--- config.mk ---
export PLATFORM = sky130hd
export DESIGN_NAME = mul_share_sched
export DESIGN_NICKNAME = d
export VERILOG_FILES = /design/src/rtl/mul_pkg.sv /design/src/rtl/mul_shift_add_dp.sv /design/src/rtl/mul_share_sched.sv
export SDC_FILE = /design/constraint.sdc
export NUM_CORES = 1
export LEC_CHECK = 0
export ABC_CLOCK_PERIOD_IN_PS = 5100
export CAP_MARGIN = 20
export CORE_UTILIZATION = 40
export CTS_BUF_LIST = sky130_fd_sc_hd__clkbuf_8
export DETAILED_ROUTE_END_ITERATION = 16
export GPL_TIMING_DRIVEN = 0
export PLACE_DENSITY = 0.76
export SYNTH_ARGS = -nofsm -noshare
export SYNTH_HDL_FRONTEND = slang
export SYNTH_HIERARCHICAL = 1
export SYNTH_SLANG_ARGS = --single-unit
--- constraint.sdc ---
create_clock -name clk -period 5.1 [get_ports clk]
set_input_delay 0.51 -clock clk [delete_from_list [all_inputs] [get_ports clk]]
set_output_delay 0.51 -clock clk [all_outputs]
set_load 0.05 [all_outputs]
--- src/rtl/mul_pkg.sv ---
// mul_pkg: shared definitions for the shared shift-add multiplier scheduler.
//   - FSM state encoding (IDLE/LOAD/RUN/DONE) as 2-bit constants
//   - default operand width MUL_W and client count NUM_CLIENTS
//   - sched_dbg_t: snapshot of scheduler control state for observation
//   - owner_onehot(): converts an owner index to a one-hot grant vector
package mul_pkg;

  localparam int MUL_W       = 16;
  localparam int NUM_CLIENTS = 2;

  localparam logic [1:0] ST_IDLE = 2'd0;
  localparam logic [1:0] ST_LOAD = 2'd1;
  localparam logic [1:0] ST_RUN  = 2'd2;
  localparam logic [1:0] ST_DONE = 2'd3;

  typedef struct packed {
    logic [1:0] state;
    logic       rr;
    logic       owner;
  } sched_dbg_t;

  function automatic logic [NUM_CLIENTS-1:0] owner_onehot(input logic owner);
    owner_onehot = owner ? 2'b10 : 2'b01;
  endfunction

endpackage

--- src/rtl/mul_shift_add_dp.sv ---
// mul_shift_add_dp: iterative shift-add multiplier datapath.
// Holds multiplicand M, multiplier Q, accumulator ACC and step counter.
// Ports:
//   clk, rst_n   clock, asynchronous active-low reset
//   ld           load a/b into M/Q, clear ACC, count <= W
//   step         one add/shift step (add M << (W-count) when Q[0])
//   a, b         operands sampled on ld
//   q_zero       Q will be zero after the current step (Q[W-1:1] == 0)
//   cnt_last     current step is the final one of a full-length run
//   acc          accumulator (2W bits)
module mul_shift_add_dp
  import mul_pkg::*;
#(
  parameter int W = MUL_W
) (
  input  logic           clk,
  input  logic           rst_n,
  input  logic           ld,
  input  logic           step,
  input  logic [W-1:0]   a,
  input  logic [W-1:0]   b,
  output logic           q_zero,
  output logic           cnt_last,
  output logic [2*W-1:0] acc
);

  localparam int CW = $clog2(W + 1);

  logic [W-1:0]   m_r;
  logic [W-1:0]   q_r;
  logic [2*W-1:0] acc_r;
  logic [CW-1:0]  count_r;

  logic [CW-1:0]  shamt;
  logic [2*W-1:0] addend;

  // Bit position of the current multiplier bit: 0 on the first step, W-1 on the last.
  assign shamt  = CW'(W) - count_r;
  assign addend = {{W{1'b0}}, m_r} << shamt;

  // Looks at the post-shift value so the scheduler can leave RUN at the end of this cycle.
  assign q_zero   = (q_r[W-1:1] == '0);
  assign cnt_last = (count_r == CW'(1));
  assign acc      = acc_r;

  always_ff @(posedge clk or negedge rst_n) begin
    if (!rst_n) begin
      m_r     <= '0;
      q_r     <= '0;
      acc_r   <= '0;
      count_r <= '0;
    end else if (ld) begin
      m_r     <= a;
      q_r     <= b;
      acc_r   <= '0;
      count_r <= CW'(W);
    end else if (step) begin
      if (q_r[0]) begin
        acc_r <= acc_r + addend;
      end
      q_r     <= q_r >> 1;
      count_r <= count_r - CW'(1);
    end
  end

endmodule

--- src/rtl/mul_share_sched.sv ---
// mul_share_sched: shares one iterative shift-add multiplier between two
// requesters with round-robin arbitration.
// Ports:
//   clk, rst_n        clock, asynchronous active-low reset
//   req[1:0]          request levels, held until the client's done
//   a0/b0, a1/b1      per-client operands, sampled in the LOAD cycle
//   gnt[1:0]          one-hot grant, LOAD through DONE
//   busy              scheduler not idle
//   done              one-cycle result pulse
//   done_id           owner of the current/last result
//   product[2W-1:0]   result, valid with done and held until the next one
// Build option: define MUL_SHARE_SCHED_EARLY_EXIT_EN to leave RUN as soon as
// the remaining multiplier bits are all zero.
// Handshake: a client raises req[i] and holds it; a request is only sampled
// while idle; the transaction ends with done=1 and done_id=i for one cycle,
// after which the client may drop or re-raise req[i].
module mul_share_sched
  import mul_pkg::*;
#(
  parameter int W = MUL_W
) (
  input  logic           clk,
  input  logic           rst_n,
  input  logic [1:0]     req,
  input  logic [W-1:0]   a0,
  input  logic [W-1:0]   b0,
  input  logic [W-1:0]   a1,
  input  logic [W-1:0]   b1,
  output logic [1:0]     gnt,
  output logic           busy,
  output logic           done,
  output logic           done_id,
  output logic [2*W-1:0] product
);

  logic [1:0]     state_r;
  logic [1:0]     state_nxt;
  logic           rr_r;
  logic           owner_r;
  logic           pick;
  logic [2*W-1:0] product_r;

  logic           dp_ld;
  logic           dp_step;
  logic           q_zero;
  logic           cnt_last;
  logic [2*W-1:0] acc;
  logic           run_exit;

  sched_dbg_t     unused_dbg;

  // Control snapshot for external checkers; nothing in the design reads it.
  assign unused_dbg = '{state: state_r, rr: rr_r, owner: owner_r};

  assign dp_ld   = (state_r == ST_LOAD);
  assign dp_step = (state_r == ST_RUN);

`ifdef MUL_SHARE_SCHED_EARLY_EXIT_EN
  assign run_exit = cnt_last | q_zero;
`else
  logic unused_q_zero;
  assign unused_q_zero = q_zero;
  assign run_exit      = cnt_last;
`endif

  // Both requesting: rr decides; otherwise whichever single bit is set.
  assign pick = (req == 2'b11) ? rr_r : req[1];

  mul_shift_add_dp #(.W(W)) u_dp (
    .clk      (clk),
    .rst_n    (rst_n),
    .ld       (dp_ld),
    .step     (dp_step),
    .a        (owner_r ? a1 : a0),
    .b        (owner_r ? b1 : b0),
    .q_zero   (q_zero),
    .cnt_last (cnt_last),
    .acc      (acc)
  );

  always_comb begin
    state_nxt = state_r;
    case (state_r)
      ST_IDLE: if (req != 2'b00) state_nxt = ST_LOAD;
      ST_LOAD: state_nxt = ST_RUN;
      ST_RUN:  if (run_exit) state_nxt = ST_DONE;
      ST_DONE: state_nxt = ST_IDLE;
      default: state_nxt = ST_IDLE;
    endcase
  end

  always_ff @(posedge clk or negedge rst_n) begin
    if (!rst_n) begin
      state_r   <= ST_IDLE;
      rr_r      <= 1'b0;
      owner_r   <= 1'b0;
      product_r <= '0;
    end else begin
      state_r <= state_nxt;
      if (state_r == ST_IDLE && req != 2'b00) begin
        owner_r <= pick;
      end
      if (state_r == ST_DONE) begin
        // The client just served yields priority to the other one.
        rr_r      <= ~owner_r;
        product_r <= acc;
      end
    end
  end

  assign busy    = (state_r != ST_IDLE);
  assign done    = (state_r == ST_DONE);
  assign done_id = owner_r;
  assign gnt     = busy ? owner_onehot(owner_r) : 2'b00;
  // Bypass so the result is visible in the same cycle as done.
  assign product = done ? acc : product_r;

endmodule

==> flow_metrics.py <==
metrics = {
    "run_status": {
        "status": "finished clean",
    },
    "sta": {
        "slew_headroom_pct": 47.6,
        "final_max_slew_viol_count": 0,
        "finalSetupViolations": 0,
        "min_period_ns": 4.89,
        "layout_worst_path_cycle_share_pct": 95.9,
        "timing_hold_violations_final": 0,
        "fin_tns_setup_ns": 0,
        "tightest_slew_ns": 0.785,
        "fmax_mhz": 204,
        "finClkSkew_ns": 0.0194,
    },
    "clock_network": {
        "hold_buffers": 0,
        "tritoncts.num_buffers": 9,
        "clk_pin_slew_ns": 0.11,
        "htreeDepth": 3,
        "cts.sinks": 105,
        "cts_tree": "yes",
        "clk_latency_ns": 0.40,
        "clock_path_buffers": 2,
        "cts_root_buf": "clkbuf_8",
    },
    "route": {
        "via_count": 6310,
        "drc": 0,
        "first_pass_iters": 4,
        "drt-wirelength-per-cell_um": 17.4,
        "routed_via_density": 5.63,
        "initialDrtViolationCount": 457,
        "wirelength_mm": 19.5,
        "antenna_left": 0,
    },
    "die": {
        "dieWidth_um": 136,
        "rows": 48,
        "core_um2": 17500,
        "die_h_um": 136,
        "start_util_pct": 41.3,
        "dieArea_um2": 18600,
        "io_pins": 105,
    },
    "critical_path": {
        "crit_arrival_ns": 5.18,
        "critPathMaxFanout": 10,
        "setup.worst_path.end_class": "flop",
        "critical_path_class": "flop to flop",
        "worstSetupStartpointType": "flop",
        "cp.required_ns": 5.39,
    },
    "grt": {
        "antenna_found_initial": 0,
        "grt_util_met1_pct": 28.0,
        "grt_pass1_vias": 6222,
        "globalRouteTotalUtil_pct": 22.1,
        "overflow": 0,
        "grt_pass1_wl_mm": 31.5,
        "grt-busiest-layer": "met2",
        "grt_max_degree": 59,
        "met2_usage_pct": 36.2,
        "grt_use_met3_pct": 4.92,
    },
    "placement": {
        "place.port_buffers": 104,
        "gp_congestion": 0.929,
        "hpwl_mm": 14.9,
    },
    "worst_hold_path": {
        "min_path_type": "input pin to async pin",
    },
    "yosys": {
        "syn_nets": 880,
        "avgSynthCellArea_um2": 9.33,
        "yosysWarnings": 6,
        "synthCells": 774,
        "synthesis.area_um2": 7220,
    },
    "cells_and_area": {
        "syn2layout_area_growth_pct": 23.1,
        "antennaDiodeCount": 0,
        "nets": 997,
        "utilization_pct": 50.9,
        "drive_gt1_share_pct": 16.7,
    },
    "job": {
        "max_cap_viol_count": 0,
    },
}
routing by layer:
layer / vias up / routed length (um)
met5: - / 0
met4: 0 / 551
met3: 39 / 1050
met2: 204 / 9090
met1: 3028 / 8830
li1: 3039 / -
worst max-delay path, stage by stage, from the launching register on:
cell and delay [ns]:
dfrtp_2 0.41, buf_4 0.20, buf_4 0.22, inv_1 0.09, ha_2 0.38, clkbuf_4 0.22, clkbuf_2 0.24, a21oi_1 0.11
nand2_1 0.08, nand2_1 0.06, o21ai_0 0.35, nor2_1 0.15, ha_1 0.39, and3_1 0.27, a311o_1 0.37, o22a_1 0.21
a22oi_2 0.26, nand3_1 0.13, and3_1 0.18, o31a_1 0.27, o21a_1 0.18
through the flow:
stage | instance area, um2 | hold WS [ns] | worst slack, ns | cells
after floorplan | 7220 | 0.214 | 0.195 | 774
after global placement | 8540 | 0.479 | -0.671 | 1103
after detailed placement | 8570 | 0.485 | -0.711 | 1104
after CTS | 8830 | 0.117 | 0.0186 | 1119
after global routing | 8890 | 0.152 | -0.00240 | 1121
final | 8890 | 0.113 | 0.210 | 1121
layout by cell type, fill, tap and decap left out, types with 6 or more instances in the layout:
master,count
o21ai_0,43
a21o_1,16
mux2i_1,29
xor2_1,7
mux4_2,7
and3_1,10
nand3_1,22
inv_1,16
buf_1,6
a21oi_1,54
buf_2,9
ha_1,36
clkbuf_8,10
nand2_1,104
xnor2_1,15
mux2_2,84
nor2_1,53
o22ai_1,11
nand4_1,8
clkdlybuf4s50_1,103
clkbuf_1,25
dfrtp_1,104
nor3_1,14
a31oi_1,7
what timing repair did:
item,CTS,global route
resized for setup,10,15
buffers inserted,0,2
setup endpoints to repair,21,12
layout make-up:
class                           instances  area, um2
Sequential cell                       105       2630
Buffer                                 46        199
Fill cell                            1622       8590
Inverter                               17       63.8
Clock inverter                          6       91.3
Tap cell                              225        282
Timing Repair Buffer                  107       1080
Clock buffer                           10        138
Multi-Input combinational cell        605       4410
registers in the layout (all words and copies together), names as in the netlist:
register and count:
done_id 1, u_dp/q_r 16, u_dp/count_r 5, u_dp/m_r 16, state_r 2, rr_r 1
product_r 32, u_dp/acc 32
worst paths after layout:
check,startpoint,end,slack (ns),cells past startpoint
worst max-delay path,u_dp/count_r[0]$_DFFE_PN0P_,u_dp/acc[31]$_DFFE_PN0P_,0.21,20
worst min-delay path,rst_n,product_r[6]$_DFF_PN0_,0.11,1
worst max register to register,u_dp/count_r[0]$_DFFE_PN0P_,u_dp/acc[31]$_DFFE_PN0P_,0.21,20
worst min register to register,product_r[17]$_DFF_PN0_,product_r[17]$_DFF_PN0_,0.50,1
max in group asynchronous,rst_n,u_dp/count_r[0]$_DFFE_PN0P_,4.26,2
min in group clk,product_r[17]$_DFF_PN0_,product_r[17]$_DFF_PN0_,0.50,1
Power is not shown: default switching activity piles up to over one toggle a cycle in this logic, so the estimate is an artifact.
